--- config.mk ---
export PLATFORM = sky130hd
export DESIGN_NAME = tcm_mem_port_ctrl
export DESIGN_NICKNAME = d
export VERILOG_FILES = /design/src/rtl/tcm_pkg.sv /design/src/rtl/tcm_resp_fifo.sv /design/src/rtl/tcm_mem_port_ctrl.sv
export SDC_FILE = /design/constraint.sdc
export NUM_CORES = 1
export LEC_CHECK = 0
export CORE_ASPECT_RATIO = 1.1
export CORE_UTILIZATION = 43
export DETAILED_ROUTE_END_ITERATION = 7
export GPL_TIMING_DRIVEN = 0
export PLACE_DENSITY_LB_ADDON = 0.08
export SETUP_SLACK_MARGIN = 0.05
export SLEW_MARGIN = 20
export SYNTH_ARGS = -nofsm -noshare
export SYNTH_HDL_FRONTEND = slang
export SYNTH_HIERARCHICAL = 1
export SYNTH_SLANG_ARGS = --single-unit
--- constraint.sdc ---
create_clock -name clk_i -period 4.2 [get_ports clk_i]
set_input_delay 0.63 -clock clk_i [delete_from_list [all_inputs] [get_ports clk_i]]
set_output_delay 0.63 -clock clk_i [all_outputs]
set_load 0.05 [all_outputs]
--- src/rtl/tcm_pkg.sv ---
`default_nettype none
// ---------------------------------------------------------------------------
// tcm_pkg - shared constants and response-entry type for the TCM port-1 path.
// Rev 1.0
// ---------------------------------------------------------------------------
package tcm_pkg;

  localparam int TCM_WIN_MSB  = 31;
  localparam int TCM_WIN_LSB  = 17;
  localparam int TCM_WORD_LSB = 3;
  localparam int TCM_ID_W_MAX = 16;

  // id is sized for the widest supported tag; narrower tags use the low bits
  typedef struct packed {
    logic [63:0]             data;
    logic [TCM_ID_W_MAX-1:0] id;
    logic                    write;
    logic                    error;
  } tcm_resp_t;

endpackage
`default_nettype wire

--- src/rtl/tcm_resp_fifo.sv ---
`default_nettype none
// ---------------------------------------------------------------------------
// tcm_resp_fifo - synchronous response FIFO; head holds last popped entry when empty.
// Rev 1.0
// ---------------------------------------------------------------------------
module tcm_resp_fifo #(
  parameter int WIDTH = 8,
  parameter int DEPTH = 2,
  localparam int PTR_W = $clog2(DEPTH),
  localparam int CNT_W = PTR_W + 1
) (
  input  logic             clk,
  input  logic             rst,
  input  logic             push,
  input  logic [WIDTH-1:0] push_data,
  input  logic             pop,
  output logic [WIDTH-1:0] head,
  output logic [CNT_W-1:0] count
);

  logic [WIDTH-1:0] mem [DEPTH];
  logic [PTR_W-1:0] wr_ptr;
  logic [PTR_W-1:0] rd_ptr;
  logic [CNT_W-1:0] count_q;
  logic [WIDTH-1:0] last_q;
  logic             do_pop;

  assign do_pop = pop & (count_q != '0);

  always_ff @(posedge clk) begin
    if (push) begin
      mem[wr_ptr] <= push_data;
    end
  end

  always_ff @(posedge clk) begin
    if (rst) begin
      wr_ptr  <= '0;
      rd_ptr  <= '0;
      count_q <= '0;
      last_q  <= '0;
    end else begin
      if (push) begin
        wr_ptr <= wr_ptr + 1'b1;
      end
      if (do_pop) begin
        rd_ptr <= rd_ptr + 1'b1;
        last_q <= mem[rd_ptr];
      end
      case ({push, do_pop})
        2'b10:   count_q <= count_q + 1'b1;
        2'b01:   count_q <= count_q - 1'b1;
        default: count_q <= count_q;
      endcase
    end
  end

  assign head  = (count_q != '0) ? mem[rd_ptr] : last_q;
  assign count = count_q;

endmodule
`default_nettype wire

--- src/rtl/tcm_mem_port_ctrl.sv ---
`default_nettype none
// ---------------------------------------------------------------------------
// tcm_mem_port_ctrl - valid/accept front end for the external port of the TCM RAM.
// Rev 1.0
// ---------------------------------------------------------------------------
module tcm_mem_port_ctrl
  import tcm_pkg::*;
#(
  parameter logic [31:0] BASE_ADDR  = 32'h0000_0000,
  parameter int          RAM_ADDR_W = 14,
  parameter int          FIFO_DEPTH = 2,
  parameter int          ID_W       = 4
) (
  input  logic                  clk_i,
  input  logic                  rst_i,
  input  logic                  req_valid_i,
  input  logic                  req_write_i,
  input  logic [31:0]           req_addr_i,
  input  logic [63:0]           req_data_i,
  input  logic [7:0]            req_strb_i,
  input  logic [ID_W-1:0]       req_id_i,
  output logic                  req_accept_o,
  output logic                  resp_valid_o,
  output logic [63:0]           resp_data_o,
  output logic [ID_W-1:0]       resp_id_o,
  output logic                  resp_write_o,
  output logic                  resp_error_o,
  input  logic                  resp_accept_i,
  output logic [RAM_ADDR_W-1:0] ram_addr_o,
  output logic [63:0]           ram_data_o,
  output logic [7:0]            ram_wr_o,
  input  logic [63:0]           ram_data_i
);

  localparam int CNT_W = $clog2(FIFO_DEPTH) + 1;

  logic            fire;
  logic            in_range;
  logic            inflight_q;
  logic [ID_W-1:0] id_q;
  logic            write_q;
  logic            error_q;
  tcm_resp_t       push_entry;
  tcm_resp_t       head;
  logic [CNT_W-1:0] count;
  logic [CNT_W:0]   occupancy;
  logic             unused_bits;

  assign fire     = req_valid_i & req_accept_o;
  assign in_range = (req_addr_i[TCM_WIN_MSB:TCM_WIN_LSB] == BASE_ADDR[TCM_WIN_MSB:TCM_WIN_LSB]);

  assign ram_addr_o = req_addr_i[TCM_WORD_LSB +: RAM_ADDR_W];
  assign ram_data_o = req_data_i;
  assign ram_wr_o   = (fire & req_write_i & in_range) ? req_strb_i : 8'h00;

  always_ff @(posedge clk_i) begin
    if (rst_i) begin
      inflight_q <= 1'b0;
      id_q       <= '0;
      write_q    <= 1'b0;
      error_q    <= 1'b0;
    end else begin
      inflight_q <= fire;
      if (fire) begin
        id_q    <= req_id_i;
        write_q <= req_write_i;
        error_q <= ~in_range;
      end
    end
  end

  // RAM read data is only meaningful for an in-range read issued last cycle
  always_comb begin
    push_entry               = '0;
    push_entry.id[ID_W-1:0]  = id_q;
    push_entry.write         = write_q;
    push_entry.error         = error_q;
    push_entry.data          = (write_q | error_q) ? 64'h0 : ram_data_i;
  end

  tcm_resp_fifo #(
    .WIDTH ($bits(tcm_resp_t)),
    .DEPTH (FIFO_DEPTH)
  ) u_resp_fifo (
    .clk       (clk_i),
    .rst       (rst_i),
    .push      (inflight_q),
    .push_data (push_entry),
    .pop       (resp_valid_o & resp_accept_i),
    .head      (head),
    .count     (count)
  );

  // Reserve a FIFO slot for every request still in the RAM pipeline
  assign occupancy    = {1'b0, count} + {{CNT_W{1'b0}}, inflight_q};
  assign req_accept_o = ~rst_i & (occupancy < (CNT_W + 1)'(FIFO_DEPTH));

  assign resp_valid_o = (count != '0);
  assign resp_data_o  = head.data;
  assign resp_id_o    = head.id[ID_W-1:0];
  assign resp_write_o = head.write;
  assign resp_error_o = head.error;

  assign unused_bits = ^{req_addr_i[TCM_WORD_LSB-1:0], head.id};

endmodule
`default_nettype wire
Word-level counts from Yosys, hierarchy flattened
Memories as Yosys holds them, arrays and structs flattened. A register that Yosys moved wholly into a read port is not among the register bits.
Index checks and enable logic that the tools add are counted.

word-level totals
  flip-flop bits (word level) = 93
  RAM bits = 140
  output and inout port bits = 158
  word-level logic and storage cells = 37
  memories kept = 1

memory list
  memory           words  width  read ports  clocked after memory_dff  wr ports  line                 source
  u_resp_fifo.mem  2      70     1           1                         1         tcm_resp_fifo.sv:21  logic [WIDTH-1:0] mem [DEPTH];

operators by class
  add/subtract/negate cells = 5
  order comparisons = 1
  equal/unequal tests = 2
  mux-type cells = 8
  bitwise gates (word level) = 9
  reductions and logical operators = 3

operators by type and width
  cell                   count
  $mux W82               1
  $mux W64               1
  $logic_not A15 Y1      1
  $mux W8                1
  $and A1 B1 Y1          6
  $mux W1                4
  $pmux W2 S2            1
  $reduce_bool A2 Y1     2
  $add A2 B1 Y3          1
  $lt A3 B2 Y1 const B   1
  $add A1 B1 Y1 const B  2
  $add A2 B1 Y2 const B  1
  $eq A2 B1 Y1 const B   1
  $eq A2 B2 Y1 const B   1
  $not A1 Y1             2
  $sub A2 B1 Y2 const B  1
  $or A1 B1 Y1           1

Longest topological paths before layout
  depth after elaboration = 7
  depth in mapped cells = 9
  gate-level depth less buffers = 7

Hierarchy
Netlist, hierarchy kept.

modules (own cells, without submodules)
  module             instances  cells an instance  area each (µm²)
  tcm_resp_fifo      1          733                9918.3
  tcm_mem_port_ctrl  1          205                1430.1

Worst setup path after synthesis
OpenSTA, ideal clock, no wires.

  path kind = register to register
  start = reg inflight_q
  end = mem u_resp_fifo/mem[0][0] (netlist bit), enable pin
  library setup time = 0.523 ns
  arrival = 3.921 ns
  required time = 3.677 ns
  slack = -0.244 ns
  stages on the path, launching flop included = 3
  buffers on the path = 0
  period minus slack after synthesis = 4.444 ns
  cells stage by stage = dfxtp_1 inv_1 nor2_1

on the way
  longest elaborated chain between the ends = 2

RTL lines
  item                           line                     source
  start: declaration             tcm_mem_port_ctrl.sv:39  logic inflight_q;
  start signal: assignment       tcm_mem_port_ctrl.sv:63  inflight_q <= fire;
  $mux W1                        tcm_resp_fifo.sv:31      if (push) begin
  $mux W1 (not written as such)  tcm_resp_fifo.sv:32      mem[wr_ptr] <= push_data;
  end: declaration               tcm_resp_fifo.sv:21

Every way passes these cells.

Final worst setup path
  start = in rst_i
  end = out ram_wr_o[5]

on the way
  longest elaborated chain between the ends = 6

RTL lines
  item                        line                     source
  start: declaration          tcm_mem_port_ctrl.sv:15  input logic rst_i,
  $not A1 Y1                  tcm_mem_port_ctrl.sv:96  assign req_accept_o = ~rst_i & (occupancy < (CNT_W + 1)'(FIFO_DEPTH));
  $and A1 B1 Y1               tcm_mem_port_ctrl.sv:96
  $and A1 B1 Y1               tcm_mem_port_ctrl.sv:49  assign fire = req_valid_i & req_accept_o;
  $and A1 B1 Y1 (2 in a row)  tcm_mem_port_ctrl.sv:54  assign ram_wr_o = (fire & req_write_i & in_range) ? req_strb_i : 8'h00;
  $mux W8                     tcm_mem_port_ctrl.sv:54
  end: declaration            tcm_mem_port_ctrl.sv:31  output logic [7:0] ram_wr_o,

Every way passes these cells.

==> reports/metrics.yaml <==
outcome: "complete, no violations"
place_congestion: 0.737
place_inst: 1397
cts_root_buffer: "clkbuf_16"
first_pass_iters: 5
vias_per_cell: 4.88
grt_max_degree: 45
num_antenna_cells: 0
rows: 58
maxSlewHeadroom: 0.479
max_freq_ghz: 0.279
synth_area_um2: 9960
period_minus_slack_ns: 3.59
cts_buffer_depth: 3
fin_util: 0.600
die_h_um: 162
hold_viol_final: 0
die_area_um2: 23800
final_cell_mix: "clkdlybuf4s50_1, nor2_1, edfxtp_1, buf_4, dfxtp_1"
crit_fanout: 9
drcViolationCount: 0
endpoint_kind: "primary output"
critical_path_arrival_ns: 2.96
pin_count: 335
layoutNonFillerInstCount: 1438
drv_cap: 0
rsz0062_at_grt: "no"
nets: 1300
avgSynthCellArea_um2: 11.8
setup_viol: 0
overflow: 0
dpl.hpwl_mm: 17.2
finalCritPeriodShare: 0.854
cts_made_buffers: 23
initial_utilization: 0.437
power_density_nw_per_um2: 457
slew_violations: 0
synth_cells: 841
syn-num-nets: 1019
via_count: 7024
clkTransAtPathRegs_ns: 0.06
cts_tree: "built"
grt_pass1_wl_mm: 37.3
wl_per_cell_um: 16.7
io_buffer_count: 252
final_common_cell: "clkdlybuf4s50_1"
power_leakage_uw: 0.00478
htreeDepth: 1
insertion_delay_ns: 0.50
path_class: "in2out"
cp-start-kind: "primary input"
cts-hold-fix-buffers: 0
grt_usage: 0.200
ir_drop_v: 0.000253
drive_above_1_share: 0.193
clock-sinks: 222
hp-class: "reg2reg"
total_power_uw: 6250
ant_nets: 0
grt_pass1_vias: 6975
worst_clock_skew_ns: 0.00879
placed_area_um2: 13000
cts-resized-gates: 0
areaGrowthSynthToFinish_pct: 37.2
routed_wirelength_mm: 24.0
fin_area_um2: 13700
reg2reg_slack_ns: 1.96
yosysWarnings: 6
tightest_slew_ns: 0.781
drtIter0Drc: 287
core_um2: 22800
die_w_um: 147
required_ns: 3.57
postCtsSetupBuffers: 0
antenna_found_initial: 0
-- metrics by stage --
| stage | hold slack [ns] | setup slack, ns | TNS (ns) |
|---|---|---|---|
| final | 0.452 | 0.612 | 0 |
| after detailed placement | 0.443 | 0.497 | 0 |
| after floorplan | 0.425 | 0.276 | 0 |
| after CTS | 0.459 | 0.495 | 0 |
| after global placement | 0.435 | -1.93 | -134.78 |
| after global routing | 0.475 | 0.391 | 0 |
-- area by class of cell --
type	instances	area [um^2]
clock buffers	37	678
well taps	300	375
fillers	1951	9110
flip-flops and latches	222	5850
repair buffers	256	2630
multi-input cells	468	3090
plain buffers	141	1000
clock inverters	4	18.8
inverters	10	37.5
-- flip-flops by register name, indices dropped and copies added (netlist names), named ones only --
signal	cells
u_resp_fifo/rd_ptr	1
id_q	4
u_resp_fifo/last_q	70
u_resp_fifo/count	2
u_resp_fifo/wr_ptr	1
u_resp_fifo/mem	140
write_q	1
error_q	1
inflight_q	1
-- path summary, 6_finish.rpt --
path	from	end	cells after the start
min reg2reg	id_q[2]	u_resp_fifo/mem[0][4]	0
max	rst_i	ram_wr_o[5]	5
max reg2reg	u_resp_fifo/count[0]	u_resp_fifo/count[1]	8
min	id_q[2]	u_resp_fifo/mem[0][4]	0
-- critical path, stage by stage --
cell and delay (ns):
clkdlybuf4s50_1 0.48, a211oi_4 0.48, nand4_4 0.22, nor3_1 0.28
clkdlybuf4s50_1 0.86
-- report_power, final --
part / switching (uW) / internal (uW) / total [uW]
sequential: 39.0 / 2450 / 2490
clock: 784 / 1100 / 1880
combinational: 1220 / 660 / 1880
-- per-layer routing --
metal	track usage	part of all wire
met5	0	0
met4	0.0469	0.014
met3	0.0446	0.076
met2	0.361	0.51
met1	0.241	0.40
(Power assumes the default switching activity.)
